$ cat src/rtl/stream_maxpool_2x2.sv
// Streaming 2x2 stride-2 max pool over a raster pixel stream with valid/ready on both sides.
// Define MAXPOOL_FRAME_LAST_EN to add a frame_last flag on the final pooled pixel of each frame.
module stream_maxpool_2x2 #(
  parameter int PIXEL_BIT_WIDTH = 8,
  parameter int IN_ROWS         = 4,
  parameter int IN_COLS         = 4
) (
  input  logic                       clk,
  input  logic                       reset,
  input  logic [PIXEL_BIT_WIDTH-1:0] pixel_in,
  input  logic                       in_valid,
  output logic                       in_ready,
  output logic [PIXEL_BIT_WIDTH-1:0] pixel_out,
  output logic                       out_valid,
  input  logic                       out_ready
`ifdef MAXPOOL_FRAME_LAST_EN
  ,
  output logic                       frame_last
`endif
);

  localparam int RW  = (IN_ROWS > 2) ? $clog2(IN_ROWS) : 1;
  localparam int CW  = (IN_COLS > 2) ? $clog2(IN_COLS) : 1;
  localparam int LBN = IN_COLS / 2;
  localparam int LW  = (LBN > 1) ? $clog2(LBN) : 1;
  localparam logic [RW-1:0] R_LAST = RW'(IN_ROWS - 1);
  localparam logic [CW-1:0] C_LAST = CW'(IN_COLS - 1);

  logic [RW-1:0]              r;
  logic [CW-1:0]              c;
  logic [PIXEL_BIT_WIDTH-1:0] h;
  logic [PIXEL_BIT_WIDTH-1:0] lb [LBN];
  logic                       accept;
  logic [LW-1:0]              lb_idx;
  logic [PIXEL_BIT_WIDTH-1:0] lb_rd;
  logic [PIXEL_BIT_WIDTH-1:0] pair_max;
  logic [PIXEL_BIT_WIDTH-1:0] col_max;

  // Pixels are two's complement, so the compare must be signed.
  function automatic logic [PIXEL_BIT_WIDTH-1:0] smax(
    input logic [PIXEL_BIT_WIDTH-1:0] a,
    input logic [PIXEL_BIT_WIDTH-1:0] b
  );
    return ($signed(a) > $signed(b)) ? a : b;
  endfunction

  assign in_ready = !out_valid || out_ready;
  assign accept   = in_valid && in_ready;
  assign lb_idx   = LW'(c >> 1);
  assign lb_rd    = lb[lb_idx];
  assign pair_max = smax(h, pixel_in);
  assign col_max  = smax(lb_rd, pixel_in);

  // Line buffer holds the top-row pair maxima; its contents need no reset.
  always_ff @(posedge clk) begin
    if (accept && !r[0] && c[0]) begin
      lb[lb_idx] <= pair_max;
    end
  end

  always_ff @(posedge clk) begin
    if (reset) begin
      r         <= '0;
      c         <= '0;
      h         <= '0;
      pixel_out <= '0;
      out_valid <= 1'b0;
`ifdef MAXPOOL_FRAME_LAST_EN
      frame_last <= 1'b0;
`endif
    end else begin
      if (out_valid && out_ready) begin
        out_valid <= 1'b0;
      end
      if (accept) begin
        case ({r[0], c[0]})
          2'b00: h <= pixel_in;
          2'b01: ;
          2'b10: h <= col_max;
          2'b11: begin
            pixel_out <= pair_max;
            out_valid <= 1'b1;
`ifdef MAXPOOL_FRAME_LAST_EN
            frame_last <= (r == R_LAST) && (c == C_LAST);
`endif
          end
          default: ;
        endcase
        if (c == C_LAST) begin
          c <= '0;
          r <= (r == R_LAST) ? '0 : r + 1'b1;
        end else begin
          c <= c + 1'b1;
        end
      end
    end
  end

endmodule

$ cat config.mk
export PLATFORM = sky130hd
export DESIGN_NAME = stream_maxpool_2x2
export DESIGN_NICKNAME = d
export VERILOG_FILES = /design/src/rtl/stream_maxpool_2x2.sv
export SDC_FILE = /design/constraint.sdc
export NUM_CORES = 1
export LEC_CHECK = 0
export CAP_MARGIN = 20
export CORE_MARGIN = 1
export CORE_UTILIZATION = 60
export CTS_CLUSTER_DIAMETER = 120
export DETAILED_ROUTE_END_ITERATION = 10
export PLACE_DENSITY_LB_ADDON = 0.08
export SETUP_SLACK_MARGIN = 0.1
export SYNTH_ARGS = -nofsm -noshare
export SYNTH_HDL_FRONTEND = slang
export SYNTH_SLANG_ARGS = --single-unit
$ cat constraint.sdc
create_clock -name clk -period 3.7 [get_ports clk]
set_input_delay 0.74 -clock clk [delete_from_list [all_inputs] [get_ports clk]]
set_output_delay 0.74 -clock clk [all_outputs]
set_load 0.005 [all_outputs]
* Word-level counts from Yosys, hierarchy flattened
Memories as Yosys holds them, arrays and structs flattened. A register that Yosys moved wholly into a read port is not among the register bits.
Cells that the tools add are included.
** Word-level totals
- Register bits :: 21
- Latch bits :: 0
- Bits in writable memories :: 16
- ROM bits :: 0
- Input port bits :: 12
- Output and inout port bits :: 10
- Word-level logic and storage cells :: 38
- Memories :: 1
** Memory list
- lb :: depth 2, bits a word 8, read ports 1, clocked after memory_dff 1, wr ports 1, RTL line 32 : logic [PIXEL_BIT_WIDTH-1:0] lb [LBN];
** Cells by class
- Add/subtract/negate cells :: 2
- Multipliers :: 0
- Divide/modulo/power cells :: 0
- Order comparisons :: 2
- Equality and inequality tests :: 4
- Shift operators :: 0
- Multiplexer cells :: 12
- Bitwise gates (word level) :: 0
- Reductions and logical operators :: 12
** Operator list (count)
- $gt A8 B8 Y1 :: 2
- $mux W8 :: 2
- $pmux W8 S2 :: 1
- $eq A2 B2 Y1 const B :: 4
- $mux W1 :: 7
- $reduce_and A2 Y1 :: 3
- $add A2 B1 Y2 const B :: 2
- $logic_and A1 B1 Y1 :: 4
- $mux W2 :: 2
- $logic_not A1 Y1 :: 2
- $logic_not A2 Y1 :: 1
- $reduce_bool A2 Y1 :: 1
- $logic_or A1 B1 Y1 :: 1

* Depth between registers and ports, before layout
- Depth in word-level cells :: 7
- Depth in mapped cells :: 9
- Mapped depth without buffers :: 7

* Least setup slack after synthesis
OpenSTA, ideal clock, no wires.
- Kind :: register to register
- From :: reg (tool-made name)
- To :: reg h[0]
- Setup time :: 0.117 ns
- Arrival :: 2.398 ns
- Required time :: 3.583 ns
- Slack :: 1.185 ns
- Cell stages (with the launch flop) :: 10
- Clock period less this slack :: 2.515 ns
- Cell sequence :: dfxtp_1 -> clkbuf_1 -> mux2_2 -> ha_1 -> or3b_1 -> a211oi_2 -> or3_1 -> buf_6 -> o21ai_2 -> a32o_1
** RTL lines
- end signal: assignment :: RTL line 77 : 2'b00: h <= pixel_in;
- end signal: assignment :: RTL line 79 : 2'b10: h <= col_max;
- end: declaration :: RTL line 31 : logic [PIXEL_BIT_WIDTH-1:0] h;

==> impl_metrics.ini <==
[logic_synthesis]
synthTopCellsByCount = nand2_1 (24), dfxtp_1 (22), ha_1 (18)
netlist.area_leader.share_pct = 23.53
synthDistinctLibCells = 39
synth_seq_cells = 38
synth_area_um2 = 2042
yosys.area.top_type = edfxtp_1
synth_edf_count = 16
netlist_top_cells_area = edfxtp_1 (24%), dfxtp_1 (22%), ha_1 (11%), nand2_1 (4.4%), a21oi_1 (4.2%)
synth_area_per_cell_um2 = 9.817
synth_cells = 208
synth.yosys.warnings = 0
ys.flop_type = dfxtp_1
yosysSeqAreaShare_pct = 45.10
async_flop_share_pct = 0
syn_nets = 238
synth.most_common_cell = nand2_1

[final_layout]
drive_above_1_share_pct = 10.34
diodes = 0
final_cells = 276
area_delta_synth_final_pct = 14.64
final_nets = 261

[drt]
ant_nets = 0
drtIter0Drc = 121
drc = 0
vias = 1679
avgViaCountPerCell = 6.083
wirelength_um = 4518
drt_pass1_iterations = 7
wl_per_cell_um = 16.37

[cts]
cts_hold_buf = 0
numCtsBuffers = 5
cts_buffer_depth = 2
path_clk_slew_ns = 0.11
tritoncts = yes
cts-root-buf = clkbuf_4
cts_num_sinks = 38
clock_latency_ns = 0.36
post_cts_resized = 0
htreeDepth = 2
post_cts_buffers = 0

[floorplan]
die_area_um2 = 3640
initial_core_util_pct = 65.28
num_rows = 20
die_x_um = 60.34
io_pins = 22
die_height_um = 60.34
coreArea_um2 = 3128

[run]
drv_cap = 0

[timing]
max_slew_margin_pct = 45.56
min_period_ns = 2.671
final-hold-violation-count = 0
fin_crit_sh_pct = 72.20
drv_slew = 0
worst-slew-pin-transition_ns = 0.8053
fmax_ghz = 0.3744
rsz0062_at_grt = false
fin_skew_ns = 0.01173
tns_ns = 0
holdWs_ns = 0.4988
finalSetupViolCount = 0

[global_route]
grt_max_degree = 17
grt_util_all_layers_pct = 28.47
grt_antenna_before_repair = 0
overflow = 0
grt_pass1_wl_um = 7300
grt_pass1_vias = 1545

[setup_path]
path_class = register to register
arrival_ns = 2.92
critPathRequiredTime_ns = 3.95
startpoint_type = register
worst_setup_path_end_kind = register
crit_fanout = 8
worstRegToRegCells = 7

[placed_design]
dpl.hpwl_um = 3480
place_inst = 268
place_congestion = 0.8451
portBuffers = 21

[min_path]
hp-class = register to register
hold_path_depth = 2

[power_and_ir_drop]
p_per_area_nw_per_um2 = 352.0
peakVddDrop_mv = 0.1924
leakage_nw = 0.8988

[outcome]
status = finished clean
[worst max-delay path: stages (launching register included)]
cell and delay, ns:
dfxtp_1 0.55, mux2_2 0.41, ha_1 0.34, or3b_1 0.39
a211oi_2 0.27, or3_1 0.31, o21ai_2 0.07, a32o_1 0.23
[sequential cells by signal (all words and copies together), names as in the netlist, named ones only]
| register | count |
|---|---|
| c | 2 |
| h | 8 |
| lb | 16 |
| out_valid | 1 |
| pixel_out | 8 |
| r | 2 |
[area by class of cell]
class	count	area [um2]
multi-input combinational	149	1030
tap	44	55.05
inverter	13	48.80
fill	248	787.0
sequential	38	920.9
timing repair buffer	24	232.7
clock inverter	3	16.27
clock buffer	5	37.54
[final timing paths]
kind,from,slack (ns),end
setup / recovery,register,1.03,h[0]
hold / removal,r[1],0.50,r[1]
setup reg to reg,register,1.03,h[0]
hold reg to reg,r[1],0.50,r[1]
[logic make-up after synthesis]
family                     count (synthesis)  share of synthesized area (%)
and+or+nand+nor                           71                          17.34
AOI/OAI and AO/OA                         52                          17.71
DFF                                       38                          45.10
buffers and inverters                     21                          4.473
adders and majority gates                 18                          11.03
muxes                                      8                          4.351
[stage by stage]
| step | power (mW) | cell area (um2) | util [%] | worst slack (ns) |
|---|---|---|---|---|
| after global routing | 0.8591 | 2341 | 74.84 | 0.8280 |
| after CTS | 0.8248 | 2341 | 74.84 | 1.015 |
| final | 0.8241 | 2341 | 74.84 | 1.029 |
| after global placement | 0.6118 | 2287 | 73.12 | 0.7802 |
| after floorplan | 0.5729 | 2042 | - | 1.185 |
| after detailed placement | 0.6213 | 2287 | 73.12 | 0.6979 |
[cell usage in the layout, fill, tap and decap left out, drive strengths merged, types with 7 or more instances in the layout]
cell / Yosys / layout
nand2: 24 / 24
dfxtp: 22 / 22
clkdlybuf4s50: 0 / 21
ha: 18 / 18
a21oi: 18 / 18
edfxtp: 16 / 16
inv: 13 / 13
or3: 11 / 11
nor3: 11 / 11
nor2: 10 / 10
o21ai: 9 / 9
a311oi: 8 / 8
mux2: 7 / 7
o31ai: 7 / 7
[where the power goes]
group | internal [mW] | switching (mW) | total [mW]
sequential | 0.455 | 0.0109 | 0.466
combinational | 0.0604 | 0.0882 | 0.149
clock | 0.0706 | 0.138 | 0.209
[per-layer routing]
metal  track usage, %  share of wire, %  up-vias
li1                 -                 -      818
met1            38.00                43      793
met2            45.68                48       58
met3            6.183               7.3       10
met4            10.30               1.7        0
met5                0                 0        -
(Power assumes the default switching activity.)
